### src/rtl/dm_access_arbiter_pkg.sv
// Shared encodings for the data-memory access arbiter.
// Contents: FSM state encoding, port-owner encoding, wait counter width
// and a saturating increment helper for that counter.
package dm_access_arbiter_pkg;

    typedef enum logic [1:0] {
        ARB_NORM  = 2'd0,
        ARB_FORCE = 2'd1,
        ARB_ACK   = 2'd2
    } arb_state_t;

    typedef enum logic [1:0] {
        OWN_NONE = 2'd0,
        OWN_CPU  = 2'd1,
        OWN_DEV  = 2'd2
    } arb_owner_t;

    localparam int WAIT_W = 3;

    function automatic logic [WAIT_W-1:0] sat_inc(input logic [WAIT_W-1:0] v);
        return (v == '1) ? v : v + 1'b1;
    endfunction

endpackage

### src/rtl/dm_access_arbiter_if.sv
// Bundle of the CPU Mem-stage, secondary device and data-memory signals
// around the DM access arbiter.
//   master: requester/memory side (drives cpu_*, dev_* requests, dm_rdata)
//   slave : the arbiter (drives cpu_rdata/cpu_stall, dev_ack/dev_rdata, dm_*)
// Device handshake: dev_req rises with stable dev_we/addr/wdata/be and is
// held, fields unchanged, until dev_ack; dev_ack is a one-cycle pulse in the
// cycle after the grant and dev_rdata is valid only while dev_ack=1. A
// request dropped before its grant is forgotten without an ack.
interface dm_access_arbiter_if;
    logic        cpu_valid;
    logic        cpu_we;
    logic [31:0] cpu_addr;
    logic [31:0] cpu_wdata;
    logic [3:0]  cpu_be;
    logic        cpu_err;
    logic [31:0] cpu_pc;
    logic [31:0] cpu_rdata;
    logic        cpu_stall;

    logic        dev_req;
    logic        dev_we;
    logic [31:0] dev_addr;
    logic [31:0] dev_wdata;
    logic [3:0]  dev_be;
    logic        dev_ack;
    logic [31:0] dev_rdata;

    logic [31:0] dm_addr;
    logic [31:0] dm_wdata;
    logic [3:0]  dm_be;
    logic        dm_we;
    logic [31:0] dm_pc;
    logic [31:0] dm_rdata;

    modport master (
        output cpu_valid, cpu_we, cpu_addr, cpu_wdata, cpu_be, cpu_err, cpu_pc,
        input  cpu_rdata, cpu_stall,
        output dev_req, dev_we, dev_addr, dev_wdata, dev_be,
        input  dev_ack, dev_rdata,
        input  dm_addr, dm_wdata, dm_be, dm_we, dm_pc,
        output dm_rdata
    );

    modport slave (
        input  cpu_valid, cpu_we, cpu_addr, cpu_wdata, cpu_be, cpu_err, cpu_pc,
        output cpu_rdata, cpu_stall,
        input  dev_req, dev_we, dev_addr, dev_wdata, dev_be,
        output dev_ack, dev_rdata,
        output dm_addr, dm_wdata, dm_be, dm_we, dm_pc,
        input  dm_rdata
    );
endinterface

### src/rtl/dm_access_arbiter.sv
// Shares the single data-memory port between the CPU Mem stage (fixed
// priority) and one secondary device. A contended-cycle counter forces a
// device cycle after MAX_WAIT losses, stalling the CPU for that cycle.
// Ports:
//   clk, reset   : clock, asynchronous active-high reset
//   bus          : arbiter side of dm_access_arbiter_if (CPU, device, DM)
//   dbg_state    : current FSM state
//   dbg_owner    : current port owner (combinational)
//   dbg_wait_cnt : contended-cycle counter
module dm_access_arbiter
    import dm_access_arbiter_pkg::*;
#(
    parameter int unsigned MAX_WAIT = 4,
    parameter logic [31:0] DEV_PC   = 32'h0000_0000
) (
    input  logic                 clk,
    input  logic                 reset,
    dm_access_arbiter_if.slave   bus,
    output arb_state_t           dbg_state,
    output arb_owner_t           dbg_owner,
    output logic [WAIT_W-1:0]    dbg_wait_cnt
);

    localparam logic [WAIT_W-1:0] MAX_WAIT_C = WAIT_W'(MAX_WAIT);

    arb_state_t          state, state_next;
    arb_owner_t          owner;
    logic [WAIT_W-1:0]   wait_cnt, wait_next;
    logic                ack_q;
    logic [31:0]         rdata_q;

    // Owner selection. The device is never granted in ACK so a request
    // still held during its own ack cycle cannot be served twice.
    always_comb begin
        owner = OWN_NONE;
        unique case (state)
            ARB_NORM: begin
                if (bus.cpu_valid)    owner = OWN_CPU;
                else if (bus.dev_req) owner = OWN_DEV;
            end
            ARB_FORCE: begin
                if (bus.dev_req)        owner = OWN_DEV;
                else if (bus.cpu_valid) owner = OWN_CPU;
            end
            ARB_ACK: begin
                if (bus.cpu_valid) owner = OWN_CPU;
            end
            default: owner = OWN_NONE;
        endcase
    end

    // Next state and contended-cycle counter.
    always_comb begin
        state_next = state;
        wait_next  = wait_cnt;
        unique case (state)
            ARB_NORM: begin
                if (owner == OWN_DEV) begin
                    state_next = ARB_ACK;
                    wait_next  = '0;
                end else if (bus.cpu_valid && bus.dev_req) begin
                    wait_next = sat_inc(wait_cnt);
                    if (wait_next >= MAX_WAIT_C) state_next = ARB_FORCE;
                end else begin
                    wait_next = '0;
                end
            end
            ARB_FORCE: begin
                // Either the forced grant happens or the device withdrew;
                // both leave the counter clear.
                wait_next  = '0;
                state_next = (owner == OWN_DEV) ? ARB_ACK : ARB_NORM;
            end
            ARB_ACK: begin
                state_next = ARB_NORM;
            end
            default: begin
                state_next = ARB_NORM;
                wait_next  = '0;
            end
        endcase
    end

    // Port mux. A faulting CPU access keeps its address but never writes.
    always_comb begin
        bus.dm_addr  = '0;
        bus.dm_wdata = '0;
        bus.dm_be    = '0;
        bus.dm_we    = 1'b0;
        bus.dm_pc    = '0;
        unique case (owner)
            OWN_CPU: begin
                bus.dm_addr  = bus.cpu_addr;
                bus.dm_wdata = bus.cpu_wdata;
                bus.dm_be    = bus.cpu_be & ~{4{bus.cpu_err}};
                bus.dm_we    = bus.cpu_we & ~bus.cpu_err;
                bus.dm_pc    = bus.cpu_pc;
            end
            OWN_DEV: begin
                bus.dm_addr  = bus.dev_addr;
                bus.dm_wdata = bus.dev_wdata;
                bus.dm_be    = bus.dev_be;
                bus.dm_we    = bus.dev_we;
                bus.dm_pc    = DEV_PC;
            end
            default: ;
        endcase
    end

    always_ff @(posedge clk or posedge reset) begin
        if (reset) begin
            state    <= ARB_NORM;
            wait_cnt <= '0;
            ack_q    <= 1'b0;
            rdata_q  <= '0;
        end else begin
            state    <= state_next;
            wait_cnt <= wait_next;
            ack_q    <= (owner == OWN_DEV);
            // Captured on device writes too; the value is then meaningless.
            if (owner == OWN_DEV) rdata_q <= bus.dm_rdata;
        end
    end

    assign bus.cpu_rdata = bus.dm_rdata;
    assign bus.cpu_stall = bus.cpu_valid && (owner == OWN_DEV);
    assign bus.dev_ack   = ack_q;
    assign bus.dev_rdata = rdata_q;

    assign dbg_state    = state;
    assign dbg_owner    = owner;
    assign dbg_wait_cnt = wait_cnt;

endmodule

### src/flat_wrapper.sv
// flat-port wrapper written by rule: the top's interface ports become plain ports
module dm_access_arbiter_flat import dm_access_arbiter_pkg::*;
#(
    parameter int unsigned MAX_WAIT = 4,
    parameter logic [31:0] DEV_PC   = 32'h0000_0000
)
  (clk, reset, dbg_state, dbg_owner, dbg_wait_cnt, bus_cpu_valid, bus_cpu_we, bus_cpu_addr, bus_cpu_wdata, bus_cpu_be, bus_cpu_err, bus_cpu_pc, bus_cpu_rdata, bus_cpu_stall, bus_dev_req, bus_dev_we, bus_dev_addr, bus_dev_wdata, bus_dev_be, bus_dev_ack, bus_dev_rdata, bus_dm_addr, bus_dm_wdata, bus_dm_be, bus_dm_we, bus_dm_pc, bus_dm_rdata);
  dm_access_arbiter_if bus_i ();
  input  logic clk;
  input  logic reset;
  output arb_state_t dbg_state;
  output arb_owner_t dbg_owner;
  output logic [WAIT_W-1:0] dbg_wait_cnt;
  input wire logic [$bits(bus_i.cpu_valid)-1:0] bus_cpu_valid;
  input wire logic [$bits(bus_i.cpu_we)-1:0] bus_cpu_we;
  input wire logic [$bits(bus_i.cpu_addr)-1:0] bus_cpu_addr;
  input wire logic [$bits(bus_i.cpu_wdata)-1:0] bus_cpu_wdata;
  input wire logic [$bits(bus_i.cpu_be)-1:0] bus_cpu_be;
  input wire logic [$bits(bus_i.cpu_err)-1:0] bus_cpu_err;
  input wire logic [$bits(bus_i.cpu_pc)-1:0] bus_cpu_pc;
  output wire logic [$bits(bus_i.cpu_rdata)-1:0] bus_cpu_rdata;
  output wire logic [$bits(bus_i.cpu_stall)-1:0] bus_cpu_stall;
  input wire logic [$bits(bus_i.dev_req)-1:0] bus_dev_req;
  input wire logic [$bits(bus_i.dev_we)-1:0] bus_dev_we;
  input wire logic [$bits(bus_i.dev_addr)-1:0] bus_dev_addr;
  input wire logic [$bits(bus_i.dev_wdata)-1:0] bus_dev_wdata;
  input wire logic [$bits(bus_i.dev_be)-1:0] bus_dev_be;
  output wire logic [$bits(bus_i.dev_ack)-1:0] bus_dev_ack;
  output wire logic [$bits(bus_i.dev_rdata)-1:0] bus_dev_rdata;
  output wire logic [$bits(bus_i.dm_addr)-1:0] bus_dm_addr;
  output wire logic [$bits(bus_i.dm_wdata)-1:0] bus_dm_wdata;
  output wire logic [$bits(bus_i.dm_be)-1:0] bus_dm_be;
  output wire logic [$bits(bus_i.dm_we)-1:0] bus_dm_we;
  output wire logic [$bits(bus_i.dm_pc)-1:0] bus_dm_pc;
  input wire logic [$bits(bus_i.dm_rdata)-1:0] bus_dm_rdata;
  assign bus_i.cpu_valid = bus_cpu_valid;
  assign bus_i.cpu_we = bus_cpu_we;
  assign bus_i.cpu_addr = bus_cpu_addr;
  assign bus_i.cpu_wdata = bus_cpu_wdata;
  assign bus_i.cpu_be = bus_cpu_be;
  assign bus_i.cpu_err = bus_cpu_err;
  assign bus_i.cpu_pc = bus_cpu_pc;
  assign bus_cpu_rdata = bus_i.cpu_rdata;
  assign bus_cpu_stall = bus_i.cpu_stall;
  assign bus_i.dev_req = bus_dev_req;
  assign bus_i.dev_we = bus_dev_we;
  assign bus_i.dev_addr = bus_dev_addr;
  assign bus_i.dev_wdata = bus_dev_wdata;
  assign bus_i.dev_be = bus_dev_be;
  assign bus_dev_ack = bus_i.dev_ack;
  assign bus_dev_rdata = bus_i.dev_rdata;
  assign bus_dm_addr = bus_i.dm_addr;
  assign bus_dm_wdata = bus_i.dm_wdata;
  assign bus_dm_be = bus_i.dm_be;
  assign bus_dm_we = bus_i.dm_we;
  assign bus_dm_pc = bus_i.dm_pc;
  assign bus_i.dm_rdata = bus_dm_rdata;
  dm_access_arbiter #(.MAX_WAIT(MAX_WAIT), .DEV_PC(DEV_PC)) u_core (.clk(clk), .reset(reset), .bus(bus_i), .dbg_state(dbg_state), .dbg_owner(dbg_owner), .dbg_wait_cnt(dbg_wait_cnt));
endmodule
### config.mk
export PLATFORM = sky130hd
export DESIGN_NAME = dm_access_arbiter_flat
export DESIGN_NICKNAME = d
export VERILOG_FILES = /design/src/rtl/dm_access_arbiter_pkg.sv /design/src/rtl/dm_access_arbiter_if.sv /design/src/rtl/dm_access_arbiter.sv /design/src/flat_wrapper.sv
export SDC_FILE = /design/constraint.sdc
export NUM_CORES = 1
export LEC_CHECK = 0
export CAP_MARGIN = 20
export CORE_AREA = 2 2 149 151
export CTS_CLUSTER_DIAMETER = 120
export DETAILED_ROUTE_END_ITERATION = 8
export DIE_AREA = 0 0 151 153
export PLACE_DENSITY = 0.45
export RECOVER_POWER = 50
export SLEW_MARGIN = 20
export SYNTH_ARGS = -nofsm -noshare
export SYNTH_HDL_FRONTEND = slang
export SYNTH_SLANG_ARGS = --single-unit
### constraint.sdc
create_clock -name clk -period 6.45 [get_ports clk]
set_input_delay 1.6125 -clock clk [delete_from_list [all_inputs] [get_ports clk]]
set_output_delay 1.6125 -clock clk [all_outputs]
set_load 0.03 [all_outputs]
==> reports/results.txt <==
status: finished, violations left
failing checks: max-capacitance violations, max-slew violations
# setup viols final: 0
Min Hold Slack: 500 ps
#FFs+latches synth: 38
fin crit period: 5880 ps
switch share: 0.355
initial antenna violation count: 2
core area: 21500 um^2
Switch Pwr: 0.000457 W
CTS resizes: 0
DRT iter0 DRCs: 151
power per cell area: 185 nW/um^2
Final TNS setup: 0 ps
register area share after synthesis: 0.328
Post-Layout Cell Count: 949
Cell Rows: 54
clk_lat worst skew: 280 ps
final hold vios: 0
drt pass-1 iters: 4
P_leak: 2.68 nW
Nets: 878
Hold WC Path Type: reg2reg
DP Worst Slack: 582 ps
gr usage total: 0.132
CP Depth: 8
Synth Area per Inst: 8.68 um^2
H-tree depth: 2
R2R setup slack: 3420 ps
Worst Path Max Fanout: 28
max incr delay on CP: 680 ps
die area: 23100 um^2
largest net degree at the start of global routing: 57
Port Buffers: 380
Arrival @ worst endpoint: 4270 ps
Crit-path slowest cell: clkdlybuf4s50_1
internal cell power: 0.000830 W
VDD IR-drop max: 0.122 mV
number of cells after detailed placement: 940
critical path class: in2out
clock sinks: 38
clock buffer depth: 2
hold_buf cts: 0
global-route wire length before repair: 23500 um
synth warn: 0
sequential share of power: 0.236
final wirelength: 16500 um
fin util: 0.324
post-synth net total: 545
Tcrit/Tclk final: 0.912
Layout Skew: 3.06 ps
slew margin rel.: -0.418
CP endpoint kind: output port
clock slew at reported path FFs: 60 ps
most common cell after layout, fill and taps aside: clkdlybuf4s50_1
crit path to: bus_dm_addr[4]
CP cell instances: dlygate4sd3_1, nand3_1, inv_1, ha_2, buf_4, a22oi_1, nor2_1, clkdlybuf4s50_1
RePlAce Congestion: 0.914
max-slew violations: 73
main flop type after synthesis: dfrtp_1
total gr overflow: 0
Synth Instances: 334
TritonCTS Buffers: 5
post-DR vias/cell: 4.03
reg2reg end: u_core.bus.dev_rdata[21]$_DFFE_PP0N_
R2R Path Start: u_core.dbg_state[1]$_DFFE_PP0P_
CP Launch Point: bus_dev_req
setup repair after global routing missed its margin: no
CP startpoint kind: input pin
FMAX: 170 MHz
Antenna Violating Nets Remaining: 0
buffer and inverter count on the worst path: 4
asr flop ratio synth: 1.00
Max Cap Viol: 2
fraction of layout cells with a size suffix above 1: 0.0734
Crit path max-delay family: buffers and inverters
Post-CTS Setup Inserts: 0
starting density of the core: 0.135
Final WS setup: 566 ps
Worst-Margin Slew: 2130 ps
io pins: 381
Comb pwr share: 0.508
Cell Area, Synth: 2900 um^2
vias in the first global route: 3930
Die W: 151 um
Synth-to-Final Area Change: 140%
Reg2Reg Depth: 6
DRC viols: 0
post-DR wirelength/cell: 17.4 um
CTS tree: built
Req. time, crit path: 4840 ps
Post-synth EDFFs: 0
most frequent cells in the layout: clkdlybuf4s50_1, nor2_1, a22oi_1
post-detail-place hpwl: 13600 um
CTS root buffer: clkbuf_16
Vias: 3824
Die Height: 153 um
count of different cell masters after synthesis: 25
clock network power share: 0.256
registers in the layout, indices dropped and copies added (netlist names):
register and count:
u_core.bus.dev_rdata 32, u_core.dbg_wait_cnt 3, u_core.dbg_state 2, u_core.bus.dev_ack 1
worst reg2reg max path, delay by kind of cell, from the launching register on:
kind                       cells  cell delay (ps)
buffers and inverters          3             1570
muxes                          1              470
DFF                            1              450
adders and majority gates      1              300
and+or+nand+nor                1              110
worst min-delay path by stage:
stage	from	endpoint	slack [ps]	depth (start not counted)
2_1_floorplan	u_core.dbg_state[0]$_DFFE_PP0P_	u_core.dbg_wait_cnt[0]$_DFFE_PP0P_	660	1
3_3_place_gp	u_core.bus.dev_rdata[31]$_DFFE_PP0N_	u_core.bus.dev_rdata[31]$_DFFE_PP0N_	490	1
3_5_place_dp	u_core.bus.dev_rdata[1]$_DFFE_PP0N_	u_core.bus.dev_rdata[1]$_DFFE_PP0N_	490	1
4_1_cts	u_core.bus.dev_rdata[9]$_DFFE_PP0N_	u_core.bus.dev_rdata[9]$_DFFE_PP0N_	510	1
5_1_grt	u_core.bus.dev_rdata[16]$_DFFE_PP0N_	u_core.bus.dev_rdata[16]$_DFFE_PP0N_	510	1
6_report	u_core.bus.dev_rdata[10]$_DFFE_PP0N_	u_core.bus.dev_rdata[10]$_DFFE_PP0N_	500	1
stage by stage:
step	power (W)	instance area, um^2
after floorplan	0.000639	2900
after global placement	0.000985	6780
after detailed placement	0.000988	6780
after CTS	0.00133	6980
after global routing	0.00135	6970
final	0.00129	6970
synth_stat cells (2+ instances only):
| master | instances | area (um^2) |
|---|---|---|
| o21ai_0 | 2 | 10.0 |
| a22oi_1 | 69 | 518 |
| nand2_1 | 4 | 15.0 |
| nor2_1 | 70 | 263 |
| a21oi_1 | 2 | 10.0 |
| buf_4 | 36 | 270 |
| inv_1 | 4 | 15.0 |
| a211oi_1 | 2 | 15.0 |
| and2_1 | 33 | 206 |
| mux2_2 | 32 | 360 |
| dfrtp_1 | 38 | 951 |
| nand4_1 | 2 | 12.5 |
| buf_6 | 3 | 33.8 |
| clkbuf_1 | 8 | 30.0 |
| ha_1 | 4 | 50.1 |
| buf_2 | 16 | 80.1 |
power by group through the flow:
stage	clock network, W	registers (W)	logic (W)
4_1_cts	0.000341	0.000307	0.000681
3_5_place_dp	0	0.000310	0.000678
3_3_place_gp	0	0.000308	0.000676
2_1_floorplan	0	0.000399	0.000240
5_1_grt	0.000353	0.000311	0.000689
6_report	0.000329	0.000304	0.000654
area by class of cell:
| class | count | area, um^2 |
|---|---|---|
| fillers | 2186 | 14500 |
| multi-input cells | 229 | 1530 |
| clock inverters | 2 | 60.1 |
| well taps | 280 | 350 |
| diodes | 1 | 2.50 |
| inverters | 4 | 15.0 |
| clock buffers | 6 | 139 |
| flip-flops and latches | 38 | 951 |
| repair buffers | 389 | 3930 |
per-layer routing:
metal	wire length, um	GRT usage
met4	342	0.0285
met2	8580	0.250
met1	6030	0.146
met3	1530	0.0358
met5	13	0
kinds of logic after synthesis:
group / after synthesis / synth area share
AO/OA/AOI/OAI: 76 / 0.193
adder cells (fa/ha/maj): 4 / 0.0173
buffers and inverters: 67 / 0.148
flip-flops: 38 / 0.328
multiplexers: 32 / 0.124
AND/OR/NAND/NOR: 117 / 0.190
Power figures use the tool's default switching activity.
